$ cat config.mk
export PLATFORM = sky130hd
export DESIGN_NAME = bsg_relay_fifo_param
export DESIGN_NICKNAME = d
export VERILOG_FILES = /design/src/rtl/bsg_relay_fifo_param.sv
export SDC_FILE = /design/constraint.sdc
export NUM_CORES = 1
export LEC_CHECK = 0
export BUFFER_PORTS_ARGS = -buffer_cell sky130_fd_sc_hd__buf_2
export CAP_MARGIN = 20
export CORE_MARGIN = 4
export CORE_UTILIZATION = 50
export DETAILED_ROUTE_END_ITERATION = 16
export PLACE_DENSITY_LB_ADDON = 0.1
export SYNTH_ARGS = -nofsm -noshare
export SYNTH_HDL_FRONTEND = slang
export SYNTH_SLANG_ARGS = --single-unit
export TNS_END_PERCENT = 100
$ cat constraint.sdc
create_clock -name clk_i -period 2.5 [get_ports clk_i]
set_clock_uncertainty 0.1 [all_clocks]
set_input_delay 0.5 -clock clk_i [delete_from_list [all_inputs] [get_ports clk_i]]
set_output_delay 0.5 -clock clk_i [all_outputs]
set_load 0.005 [all_outputs]
$ cat src/rtl/bsg_relay_fifo_param.sv
// Parametrised relay FIFO: registered ready_o, occupancy count, almost-full flag and synchronous flush.
// Circular buffer with explicit pointer wrap so any els_p >= 2 is supported.
module bsg_relay_fifo_param #(
  parameter int width_p        = 16,
  parameter int els_p          = 4,
  parameter int afull_thresh_p = els_p - 1
) (
  input  logic                       clk_i,
  input  logic                       reset_i,
  input  logic                       clear_i,
  input  logic                       v_i,
  input  logic [width_p-1:0]         data_i,
  output logic                       ready_o,
  output logic                       v_o,
  output logic [width_p-1:0]         data_o,
  input  logic                       ready_i,
  output logic [$clog2(els_p+1)-1:0] count_o,
  output logic                       almost_full_o
);

  localparam int unsigned ptr_w_lp = (els_p > 2) ? $clog2(els_p) : 1;
  localparam int unsigned cnt_w_lp = $clog2(els_p + 1);
  localparam logic [ptr_w_lp-1:0] last_ptr_lp = ptr_w_lp'(els_p - 1);
  localparam logic [cnt_w_lp-1:0] full_cnt_lp = cnt_w_lp'(els_p);
  localparam logic [cnt_w_lp-1:0] afull_cnt_lp = cnt_w_lp'(afull_thresh_p);

  if (els_p < 2) begin : g_bad_els
    $error("bsg_relay_fifo_param: els_p must be >= 2");
  end
  if (afull_thresh_p < 1 || afull_thresh_p > els_p) begin : g_bad_thresh
    $error("bsg_relay_fifo_param: afull_thresh_p must be in 1..els_p");
  end
  if (width_p < 1) begin : g_bad_width
    $error("bsg_relay_fifo_param: width_p must be >= 1");
  end

  logic [width_p-1:0]  mem_r [els_p];
  logic [ptr_w_lp-1:0] wptr_r, rptr_r;
  logic [ptr_w_lp-1:0] wptr_n, rptr_n;
  logic [cnt_w_lp-1:0] count_r, count_n;
  logic                flush;
  logic                enq, deq;

  // Flush (reset or clear) masks both handshakes so nothing moves in that cycle.
  assign flush   = reset_i | clear_i;
  assign ready_o = (count_r != full_cnt_lp) & ~flush;
  assign v_o     = (count_r != '0) & ~flush;
  assign enq     = v_i & ready_o;
  assign deq     = v_o & ready_i;

  assign data_o        = mem_r[rptr_r];
  assign count_o       = count_r;
  assign almost_full_o = (count_r >= afull_cnt_lp) & ~flush;

  always_comb begin
    wptr_n  = wptr_r;
    rptr_n  = rptr_r;
    count_n = count_r;
    if (enq) begin
      wptr_n = (wptr_r == last_ptr_lp) ? '0 : wptr_r + 1'b1;
    end
    if (deq) begin
      rptr_n = (rptr_r == last_ptr_lp) ? '0 : rptr_r + 1'b1;
    end
    unique case ({enq, deq})
      2'b10:   count_n = count_r + 1'b1;
      2'b01:   count_n = count_r - 1'b1;
      default: count_n = count_r;
    endcase
  end

  always_ff @(posedge clk_i) begin
    if (flush) begin
      wptr_r  <= '0;
      rptr_r  <= '0;
      count_r <= '0;
    end else begin
      wptr_r  <= wptr_n;
      rptr_r  <= rptr_n;
      count_r <= count_n;
    end
  end

  // Storage is deliberately not reset; v_o qualifies data_o.
  always_ff @(posedge clk_i) begin
    if (enq) begin
      mem_r[wptr_r] <= data_i;
    end
  end

  a_hold_stable: assert property (@(posedge clk_i) disable iff (reset_i)
    (v_o && !ready_i) |=> (clear_i || reset_i || (v_o && $stable(data_o))))
    else $error("bsg_relay_fifo_param: output changed while stalled");

  a_count_bound: assert property (@(posedge clk_i) disable iff (reset_i)
    count_r <= full_cnt_lp)
    else $error("bsg_relay_fifo_param: count exceeds els_p");

endmodule

Yosys cells after proc, flatten, opt, wreduce, memory -nomap -nowiden --
Memory sizes are Yosys's and may differ from the RTL's. A register that Yosys moved wholly into a read port is not among the register bits. Index checks and enable logic that the tools add are counted.
Storage, ports and cells: register bits after elaboration 7, bits in latches 0, RAM bits 64, bits in read-only memories 0, input bits 21, output and inout bits 22, logic and storage cells 30, memories kept 1
Memory list:
- mem_r | words 4, width 16, read ports 1, clocked after memory_dff 1, wr ports 1, line 37 | logic [width_p-1:0] mem_r [els_p];
Operators by class: add/sub/neg operators 4, multiply operators 0, divide/modulo/power cells 0, $lt $le $gt $ge 1, eq/ne operators 5, shift-type cells 0, muxes and demuxes 7, bitwise operators 7, reductions and logical operators 2
Operators by type and width (number):
- $mux W2 | 4
- $eq A2 B2 Y1 const B | 3
- $pmux W3 S2 | 1
- $and A1 B1 Y1 | 5
- $add A2 B1 Y2 const B | 2
- $add A3 B1 Y3 const B | 1
- $ge A3 B2 Y1 const B | 1
- $ne A3 B3 Y1 const B | 1
- $reduce_bool A3 Y1 | 1
- $sub A3 B1 Y3 const B | 1
- $eq A2 B1 Y1 const B | 1
- $mux W1 | 2
- $reduce_bool A2 Y1 | 1
- $not A1 Y1 | 1
- $or A1 B1 Y1 | 1

Longest topological paths before layout --
Gate-level depths: netlist (run 1).
depth after elaboration 6, gate-level depth with buffers 10, depth with buffers taken out 9

Worst setup path before layout (run 1) --
No wires, ideal clock.
kind register to register, start point reg count_r[2], in the netlist count_o[2], end point reg count_r[2], in the netlist count_o[2], setup time 70 ps, arrival time 2235 ps, required time 2330 ps, path slack 95 ps, stages on the path, launching flop included 11, path buffers 1, cells stage by stage dfxtp_1 or3b_1 and3_4 buf_6 inv_1 ha_1 inv_1 fa_1 xor2_1 or3_1 a21oi_1
Between the ends: word-level cells in the longest chain between the ends 5, elaborated cells on any way between the ends 12, classes of those cells add/sub: 2; eq/ne: 3; mux: 1; bitwise: 4; reduce/logical: 2
Ends and longest elaborated chain:
- from (decl) | line 40 | logic [cnt_w_lp-1:0] count_r, count_n;
- from (signal assigned) | line 80 | count_r <= count_n;
- $ne A3 B3 Y1 / $reduce_bool A3 Y1 (equally long branches) | line 46, 47
- $and A1 B1 Y1, on equally long branches | line 46, 47
- $and A1 B1 Y1, on equally long branches | line 48, 49
- $eq A2 B1 Y1 / $eq A2 B2 Y1 (equally long branches) | line 65 | unique case ({enq, deq})
- $pmux W3 S2 / $reduce_bool A2 Y1 (equally long branches)
Parallel ways exist; a longest one is shown, timed or not. A chain may end at the register's enable or synchronous reset.

Worst setup path in the final report (run 1) --
start point reg count_r[0], in the netlist count_o[0], end point reg count_r[2], in the netlist count_o[2]
The elaborated chain is that of the path after synthesis.

==> impl_metrics.json, run 1 <==
{
  "status": "complete, no violations",
  "synth_top_area_cell": "edfxtp_1",
  "finalWirelength_um": 4860,
  "setup_viol": 0,
  "leakagePower_uw": 0.00120,
  "end_kind": "flip-flop",
  "cts_root_buf": "clkbuf_8",
  "gr-usage-met1_pct": 18.1,
  "synth_nets": 172,
  "h-tree-depth": 3,
  "grt_overflow": 0,
  "io_pins": 43,
  "fillCellCount": 406,
  "stdcell_count": 283,
  "wl_per_cell_um": 17.2,
  "grtUsageTotal_pct": 15.2,
  "die_height_um": 83.2,
  "grt_pass1_vias": 1612,
  "syn-instance-count": 144,
  "core_sq_um": 5510,
  "post-place-cells": 266,
  "path_class": "reg2reg",
  "drive_above_1_share_pct": 45.5,
  "rsz0062_at_grt": "false",
  "clkSinkCount": 73,
  "insertedDiodeCount": 0,
  "pre_cts_ws_ns": -0.0253,
  "clk_latency_ns": 0.33,
  "cts_buffers": 9,
  "post-route-period-util_pct": 95.3,
  "netlist_area_sq_um": 2830,
  "worst_slack_ns": 0.118,
  "use_met3_pct": 4.66,
  "ir_drop_mv": 0.474,
  "ys_warn_count": 0,
  "rows": 27,
  "ys_types": 24,
  "hold_viol_final": 0,
  "dpl.hpwl_um": 3380,
  "avgSynthCellArea_sq_um": 19.6,
  "finalPower_uw": 2300,
  "use_met2_pct": 25.8,
  "min_path_type": "in2reg",
  "yosysSeqAreaShare_pct": 74.4,
  "first_pass_iters": 4,
  "dr_total_vias": 1488,
  "routed_via_density": 5.26,
  "worstMarginPinSlew_ns": 0.328,
  "die_w_um": 83.2,
  "cp.arrival_ns": 2.55,
  "drc": 0,
  "power.density_nw_per_um2": 673,
  "crit_required_ns": 2.67,
  "synth-seq-cells": 73,
  "cts_max_path_buffers": 2,
  "maxCapViolations": 0,
  "finalCriticalPeriod_ns": 2.38,
  "cts_tree": "built",
  "finalSetupTns_ns": 0,
  "port_buffers": 42,
  "worstSetupStartpointType": "flip-flop",
  "die_area_sq_um": 6920,
  "grt_max_degree": 14,
  "initial_core_util_pct": 51.3,
  "detail-route-antenna-nets": 0,
  "yosys-top-cells-area": "edfxtp_1 (68%), mux4_2 (13%), dfxtp_1 (6.4%), ha_1 (2.7%), and2_1 (1.6%)",
  "area_growth_pct": 20.8,
  "cts.reportedPaths.clkPinSlew_ns": 0.08,
  "fmax_mhz": 420,
  "r2r_slack_ns": 0.12,
  "drt-initial-drc-count": 74,
  "antenna_found_initial": 0,
  "top_usage_layer": "met2",
  "nNetsFinal": 234,
  "cts_hold_buf": 0,
  "routabilityCongestion": 0.852,
  "grt_pass1_wl_um": 7890,
  "relSlewSlack_pct": 78.1,
  "crit_path_max_fanout": 6,
  "drv_slew": 0,
  "synth_top_area_share_pct": 68.0
}
-- worst max-delay path, stage by stage, from the launching register on --
cell and delay, ns:
dfxtp_4 0.37, or3b_4 0.40, and3_4 0.18, inv_1 0.08, ha_2 0.18, inv_1 0.05
fa_2 0.33, xor2_1 0.15, or3_1 0.33, a21oi_2 0.14
-- stage by stage --
stage | hold WS (ns) | utilization (%) | cell area (sq um)
detailed placement | 0.402 | 57.9 | 3190
global route | 0.254 | 62.0 | 3410
global placement | 0.379 | 57.9 | 3190
CTS | 0.260 | 61.5 | 3390
finish | 0.272 | 62.0 | 3410
floorplan | 0.363 | - | 2830
-- cell usage after synthesis --
master    count
or3_1         2
and2_1        7
a22o_1        1
buf_2         2
o21ai_0       3
buf_4         1
mux4_2       16
xor2_1        2
nand3_1       2
buf_6         1
or3b_1        1
clkbuf_1      1
nand2_1       3
edfxtp_1     64
a21oi_1       4
dfxtp_1       9
nor3b_1       1
and3_4        1
nor2_1        7
ha_1          6
fa_1          1
inv_1         7
mux2i_1       1
or2_2         1
-- layout make-up --
cell class / instances / area (sq um) / share of cell area [%]
clock buffer: 9 / 124 / 3.63
clock inverter: 7 / 70.1 / 2.05
inverter: 7 / 26.3 / 0.770
multi-input combinational: 59 / 676 / 19.8
sequential: 73 / 2110 / 61.9
tap: 72 / 90.1 / 2.64
timing repair buffer: 56 / 315 / 9.24
-- report_power, final --
part	leakage, uW	internal (uW)	switching, uW	total [uW]
Clock	0.0000893	458	423	881
Sequential	0.000653	1330	4.68	1340
Combinational	0.000458	38.0	39.9	77.9
-- placed cells by master (no fill, tap or decap), drive strengths merged, types with 2 or more instances in the layout --
cell type   n
a21oi       4
and2        7
buf        56
clkbuf      9
clkinv      2
clkinvlp    3
dfxtp       9
edfxtp     64
ha          6
inv         8
mux4       16
nand2       3
nand3       2
nor2        7
o21ai       3
or3         2
xor2        2
-- what timing repair did --
action                                  4_1_cts  5_1_grt
endpoints found under the setup margin        1        1
pin swaps                                     0        1
gates resized for setup                       1        8
gates cloned                                  0        0
buffers inserted                              0        1
-- final timing paths --
path                      startpoint                 endpoint  cells past startpoint
max reg2reg  count_o[0]$_SDFFE_PP0P_  count_o[2]$_SDFFE_PP0P_                      9
max          count_o[0]$_SDFFE_PP0P_  count_o[2]$_SDFFE_PP0P_                      9
min reg2reg   wptr_r[1]$_SDFFE_PP0P_   wptr_r[1]$_SDFFE_PP0P_                      2
min                       data_i[11]   mem_r[3][11]$_DFFE_PP_                      1
-- registers in the layout (all words and copies together), names as in the netlist, named ones only --
signal	count
count_o	3
wptr_r	2
rptr_r	2
mem_r	64
-- per-layer routing --
| layer | share of wire, % | up-vias | wire length [um] |
|---|---|---|---|
| met4 | 0.53 | 0 | 26 |
| met5 | 0 | - | 0 |
| li1 | - | 686 | - |
| met3 | 4.4 | 4 | 215 |
| met2 | 54 | 36 | 2640 |
| met1 | 41 | 762 | 1980 |
-- logic make-up after synthesis --
logic type	Yosys count	share of synthesized area, %
AOI/OAI and AO/OA	8	1.55
adders and majority gates	7	3.37
and+or+nand+nor	25	4.87
buffers and inverters	12	2.08
xor gates and xnor gates	2	0.620
muxes	17	13.1
DFF	73	74.4
No activity file was read; power rests on OpenSTA's default activity.
==> run 2, diff against run 1 <==
Settings changed: BUFFER_PORTS_ARGS -buffer_cell sky130_fd_sc_hd__buf_2 to unset, CORE_UTILIZATION 50 to 56, DONT_BUFFER_PORTS set to 1, PLACE_DENSITY set to 0.75, PLACE_DENSITY_LB_ADDON 0.1 to unset.
==> run 2 against run 1 <==
Against the previous run: combinational power shrank 44%; hold slack lost 0.13 ns; flip-flop and latch count is the same; setup slack lost 0.026 ns; largest cell class unchanged; wire length shrank 10%.
==> impl_metrics.json, run 2 (synthesis results as in run 1) <==
{
  "p_seq_share_pct": 57.3,
  "worstSetupEndpoint": "count_o[2]$_SDFFE_PP0P_",
  "top_register": "mem_r",
  "reg2reg_to": "count_o[2]$_SDFFE_PP0P_",
  "hold_viol_final": 0,
  "relSlewSlack_pct": 76.5,
  "cts.reportedPaths.clkPinSlew_ns": 0.07,
  "path_class": "reg2reg",
  "maxCapViolations": 0,
  "grt_pass1_vias": 1405,
  "leakagePower_uw": 0.00102,
  "setup_viol": 0,
  "p_sw_uw": 431,
  "grt_pass1_wl_um": 7110,
  "detail-route-antenna-nets": 0,
  "cp.arrival_ns": 2.59,
  "cts_buffers": 9,
  "ir_drop_mv": 0.423,
  "r2r_start": "count_o[1]$_SDFFE_PP0P_",
  "h-tree-depth": 3,
  "area_growth_pct": 12.6,
  "first_pass_iters": 4,
  "clk_latency_ns": 0.34,
  "power.density_nw_per_um2": 735,
  "wl_per_cell_um": 18.7,
  "port_buffers": 0,
  "cts_root_buf": "clkbuf_8",
  "finalWirelength_um": 4360,
  "pwr-share-clk_pct": 40.8,
  "crit_required_ns": 2.69,
  "rr_worst_depth": 9,
  "largest_reg_flops": 64,
  "nNetsFinal": 189,
  "stdcell_count": 233,
  "dpl.hpwl_um": 2880,
  "initial_core_util_pct": 58.6,
  "drive_above_1_share_pct": 28.3,
  "finalCriticalPeriod_ns": 2.41,
  "place_area_sq_um": 2940,
  "p_sw_share_pct": 18.4,
  "clkSinkCount": 73,
  "cts_max_path_buffers": 2,
  "io_pins": 43,
  "dr_total_vias": 1283,
  "cts_tree": "built",
  "worstMarginPinSlew_ns": 0.352,
  "drv_slew": 0,
  "status": "complete, no violations",
  "cp-startpoint": "count_o[1]$_SDFFE_PP0P_",
  "fmax_mhz": 415,
  "final_common_cell": "edfxtp_1",
  "grt_overflow": 0,
  "pwr-share-comb_pct": 1.9,
  "drt-initial-drc-count": 69,
  "fillCellCount": 334,
  "die_area_sq_um": 6250,
  "end_kind": "flip-flop",
  "worstSetupStartpointType": "flip-flop",
  "antenna_found_initial": 0,
  "routabilityCongestion": 0.769,
  "min_path_type": "in2reg",
  "routed_via_density": 5.51,
  "die_w_um": 79.0,
  "post-route-period-util_pct": 96.3,
  "core_sq_um": 4820,
  "stdcell_area_sq_um": 3180,
  "whs_ns": 0.147,
  "crit_path_max_fanout": 6,
  "die_height_um": 79.0,
  "grtUsageTotal_pct": 16.1,
  "grt_max_degree": 17,
  "r2r_slack_ns": 0.09,
  "hold_depth": 0,
  "layout_common_cells": "edfxtp_1 (64), mux4_2 (16), buf_4 (11)",
  "post-place-cells": 215,
  "rows": 25,
  "fin_util_pct": 66.0,
  "finalPower_uw": 2340,
  "drc": 0,
  "power.internal_uw": 1910,
  "insertedDiodeCount": 0
}
## run 2: changes by cell type in the layout (fill, tap and decap cells not counted), moves of 2 or more
cell,before,now
clkinvlp_4,3,1
dfxtp_1,6,8
buf_4,14,11
buf_2,42,0
## run 2: per-layer routing
metal	vias to the layer above	GRT usage, %	routed length [um]
li1	593	-	-
met2	37	25.8	2290
met3	11	6.35	296
met1	642	18.6	1680
met5	-	0	0
met4	0	8.76	99
## run 2: worst min-delay path by stage
stage	from	endpoint	slack (ns)
after floorplan	rptr_r[1]$_SDFFE_PP0P_	flip-flop	0.36
after global placement	wptr_r[1]$_SDFFE_PP0P_	wptr_r[1]$_SDFFE_PP0P_	0.38
after detailed placement	wptr_r[1]$_SDFFE_PP0P_	wptr_r[1]$_SDFFE_PP0P_	0.39
after CTS	data_i[6]	mem_r[2][6]$_DFFE_PP_	0.13
after global routing	data_i[8]	mem_r[1][8]$_DFFE_PP_	0.12
final	data_i[9]	mem_r[3][9]$_DFFE_PP_	0.15
## run 2: power by group through the flow
stage | Sequential [uW] | Combinational [uW] | Clock [uW]
final | 1340 | 43.5 | 954
after global routing | 1340 | 48.9 | 1030
after CTS | 1340 | 42.4 | 974
after detailed placement | 1370 | 42.2 | 0
after global placement | 1370 | 39.9 | 0
after floorplan | 1370 | 31.4 | 0
## run 2: area by class of cell
type                       count  area [sq um]  share of cell area [%]
tap                           67          83.8                    2.64
timing repair buffer          11          82.6                    2.60
clock buffer                   9           124                    3.89
inverter                       7          26.3                   0.826
multi-input combinational     59           673                    21.2
clock inverter                 7          85.1                    2.68
sequential                    73          2110                    66.2
## run 2: critical path, stage by stage (launching register included)
cell and delay [ns]:
dfxtp_4 0.37, or3b_4 0.38, and3_4 0.17, inv_1 0.06
ha_2 0.18, inv_1 0.05, fa_1 0.37, xor2_1 0.16
or3_1 0.38, a21oi_2 0.14
## run 2: what timing repair did
item | 4_1_cts | 5_1_grt
buffers inserted | 0 | 2
endpoints found under the setup margin | 0 | 1
hold buffers | 0 | 0
resized for setup | 0 | 5
## run 2: metrics by stage
step                      TNS (ns)  setup slack [ns]
after floorplan                  0            0.0949
after global placement           0             0.166
after detailed placement         0            0.0438
after CTS                        0            0.0469
after global routing      -0.00157          -0.00157
final                            0            0.0920
==> run 3, diff against run 2 <==
Settings changed: CORE_MARGIN 4 to unset, CORE_UTILIZATION 56 to 59, CTS_BUF_LIST set to sky130_fd_sc_hd__clkbuf_2 sky130_fd_sc_hd__clkbuf_4 sky130_fd_sc_hd__clkbuf_8, PLACE_DENSITY 0.75 to 0.79.
==> run 3 against run 2 <==
Against the previous run: the flow now finishes with violations (design-rule violations); sequential share of layout area up 1.4 points; clock power down 14%; first-iteration DRC count up 10%; global-route usage up 3.7 points; die area down 19%; largest cell class unchanged; critical path type unchanged; largest power group unchanged; clock-buffer cell count up 6; non-clock buffer count down 2; wire length down 1.7%; via count up 0.39%; hold slack better by 0.012 ns.
==> impl_metrics.json, run 3 (synthesis results as in run 1) <==
{
  "insertedDiodeCount": 0,
  "path_class": "reg2reg",
  "die_w_um": 71.2,
  "cts.reportedPaths.clkPinSlew_ns": 0.07,
  "min_path_type": "in2reg",
  "worstMarginPinSlew_ns": 0.320,
  "cts_root_buf": "clkbuf_8",
  "die_area_sq_um": 5070,
  "antenna_found_initial": 0,
  "io_pins": 43,
  "crit_path_max_fanout": 7,
  "port_buffers": 0,
  "worstSetupStartpointType": "flip-flop",
  "core_sq_um": 4470,
  "status": "finished, violations left",
  "grtUsageTotal_pct": 19.8,
  "cts_hold_buf": 0,
  "cts_max_path_buffers": 2,
  "clk_latency_ns": 0.33,
  "post-place-cells": 200,
  "wl_per_cell_um": 19.9,
  "power.density_nw_per_um2": 710,
  "drc": 2,
  "largest_reg_flops": 64,
  "cp.arrival_ns": 2.54,
  "post-route-period-util_pct": 95.0,
  "nNetsFinal": 187,
  "cts_tree": "built",
  "maxCapViolations": 0,
  "top_register": "mem_r",
  "finalSetupTns_ns": 0,
  "drt-initial-drc-count": 76,
  "dr_total_vias": 1288,
  "routabilityCongestion": 0.727,
  "drv_slew": 0,
  "grt_overflow": 0,
  "clkSinkCount": 73,
  "h-tree-depth": 3,
  "crit_required_ns": 2.66,
  "initial_core_util_pct": 63.1,
  "dpl.hpwl_um": 2770,
  "fmax_mhz": 421,
  "finalCriticalPeriod_ns": 2.37,
  "cts_resized": 0,
  "setup_viol": 0,
  "routed_via_density": 5.96,
  "layout_common_cells": "edfxtp_1 (64), mux4_2 (16), clkbuf_8 (10)",
  "leakagePower_uw": 0.00101,
  "final_common_cell": "edfxtp_1",
  "first_pass_iters": 10,
  "rows": 24,
  "finalWirelength_um": 4290,
  "stdcell_count": 216,
  "end_kind": "flip-flop",
  "grt_pass1_vias": 1384,
  "rsz0062_at_grt": "false",
  "post_cts_buffers": 0,
  "ir_drop_mv": 0.379,
  "relSlewSlack_pct": 78.7,
  "drive_above_1_share_pct": 27.4,
  "cts_buffers": 9,
  "grt_pass1_wl_um": 7000,
  "detail-route-antenna-nets": 0,
  "hold_viol_final": 0,
  "violations": "design-rule violations",
  "area_growth_pct": 10.1,
  "die_height_um": 71.2,
  "grt_max_degree": 17
}
==> run 3: cell types whose count changed in the layout (fill, tap and decap cells not counted), moves of 2 or more <==
cell and delta:
buf_4 -2, clkbuf_4 +5, bufinv_16 -2, clkinv_1 -2
==> run 3: worst paths after layout <==
check,depth (start not counted),slack (ns),end,from
max reg2reg,9,0.13,count_o[2]$_SDFFE_PP0P_,count_o[2]$_SDFFE_PP0P_
min,0,0.16,mem_r[3][5]$_DFFE_PP_,data_i[5]
max,9,0.13,count_o[2]$_SDFFE_PP0P_,count_o[2]$_SDFFE_PP0P_
min reg2reg,2,0.41,wptr_r[1]$_SDFFE_PP0P_,wptr_r[1]$_SDFFE_PP0P_
==> run 3: metal layers <==
| layer | GRT usage, % | vias to the layer above | part of all wire, % |
|---|---|---|---|
| met5 | 0 | - | 0 |
| met4 | 12.4 | 0 | 1.9 |
| met1 | 23.0 | 649 | 40 |
| li1 | - | 591 | - |
| met2 | 31.9 | 40 | 51 |
| met3 | 6.55 | 8 | 6.7 |
==> run 3: power by group <==
group	internal (uW)	switching (uW)
Clock	443	382
Combinational	18.8	22.7
Sequential	1340	4.02
Total	1800	409
==> run 3: cell type report <==
class | instances | area (sq um)
Timing Repair Buffer | 9 | 67.6
Inverter | 7 | 26.3
Clock inverter | 1 | 5.00
Multi-Input combinational cell | 59 | 667
Fill cell | 272 | 1370
Tap cell | 52 | 65.1
Sequential cell | 73 | 2100
Clock buffer | 15 | 175
==> run 3: through the flow <==
stage / cell area (sq um) / hold slack (ns) / power, uW / worst slack [ns] / util [%]
floorplan: 2830 / 0.363 / 1400 / 0.0949 / -
finish: 3110 / 0.159 / 2210 / 0.125 / 69.5
CTS: 3110 / 0.146 / 2220 / 0.0705 / 69.4
detailed placement: 2930 / 0.414 / 1410 / 0.0787 / 65.4
global placement: 2930 / 0.381 / 1410 / 0.169 / 65.4
global route: 3110 / 0.134 / 2280 / 0.0104 / 69.5
==> run 3: critical path: stages (launching register included) <==
cell	delay [ns]
dfxtp_1	0.35
or3b_4	0.39
and3_4	0.22
inv_1	0.06
ha_1	0.17
inv_1	0.06
fa_1	0.37
xor2_1	0.16
or3_1	0.30
a21oi_1	0.14
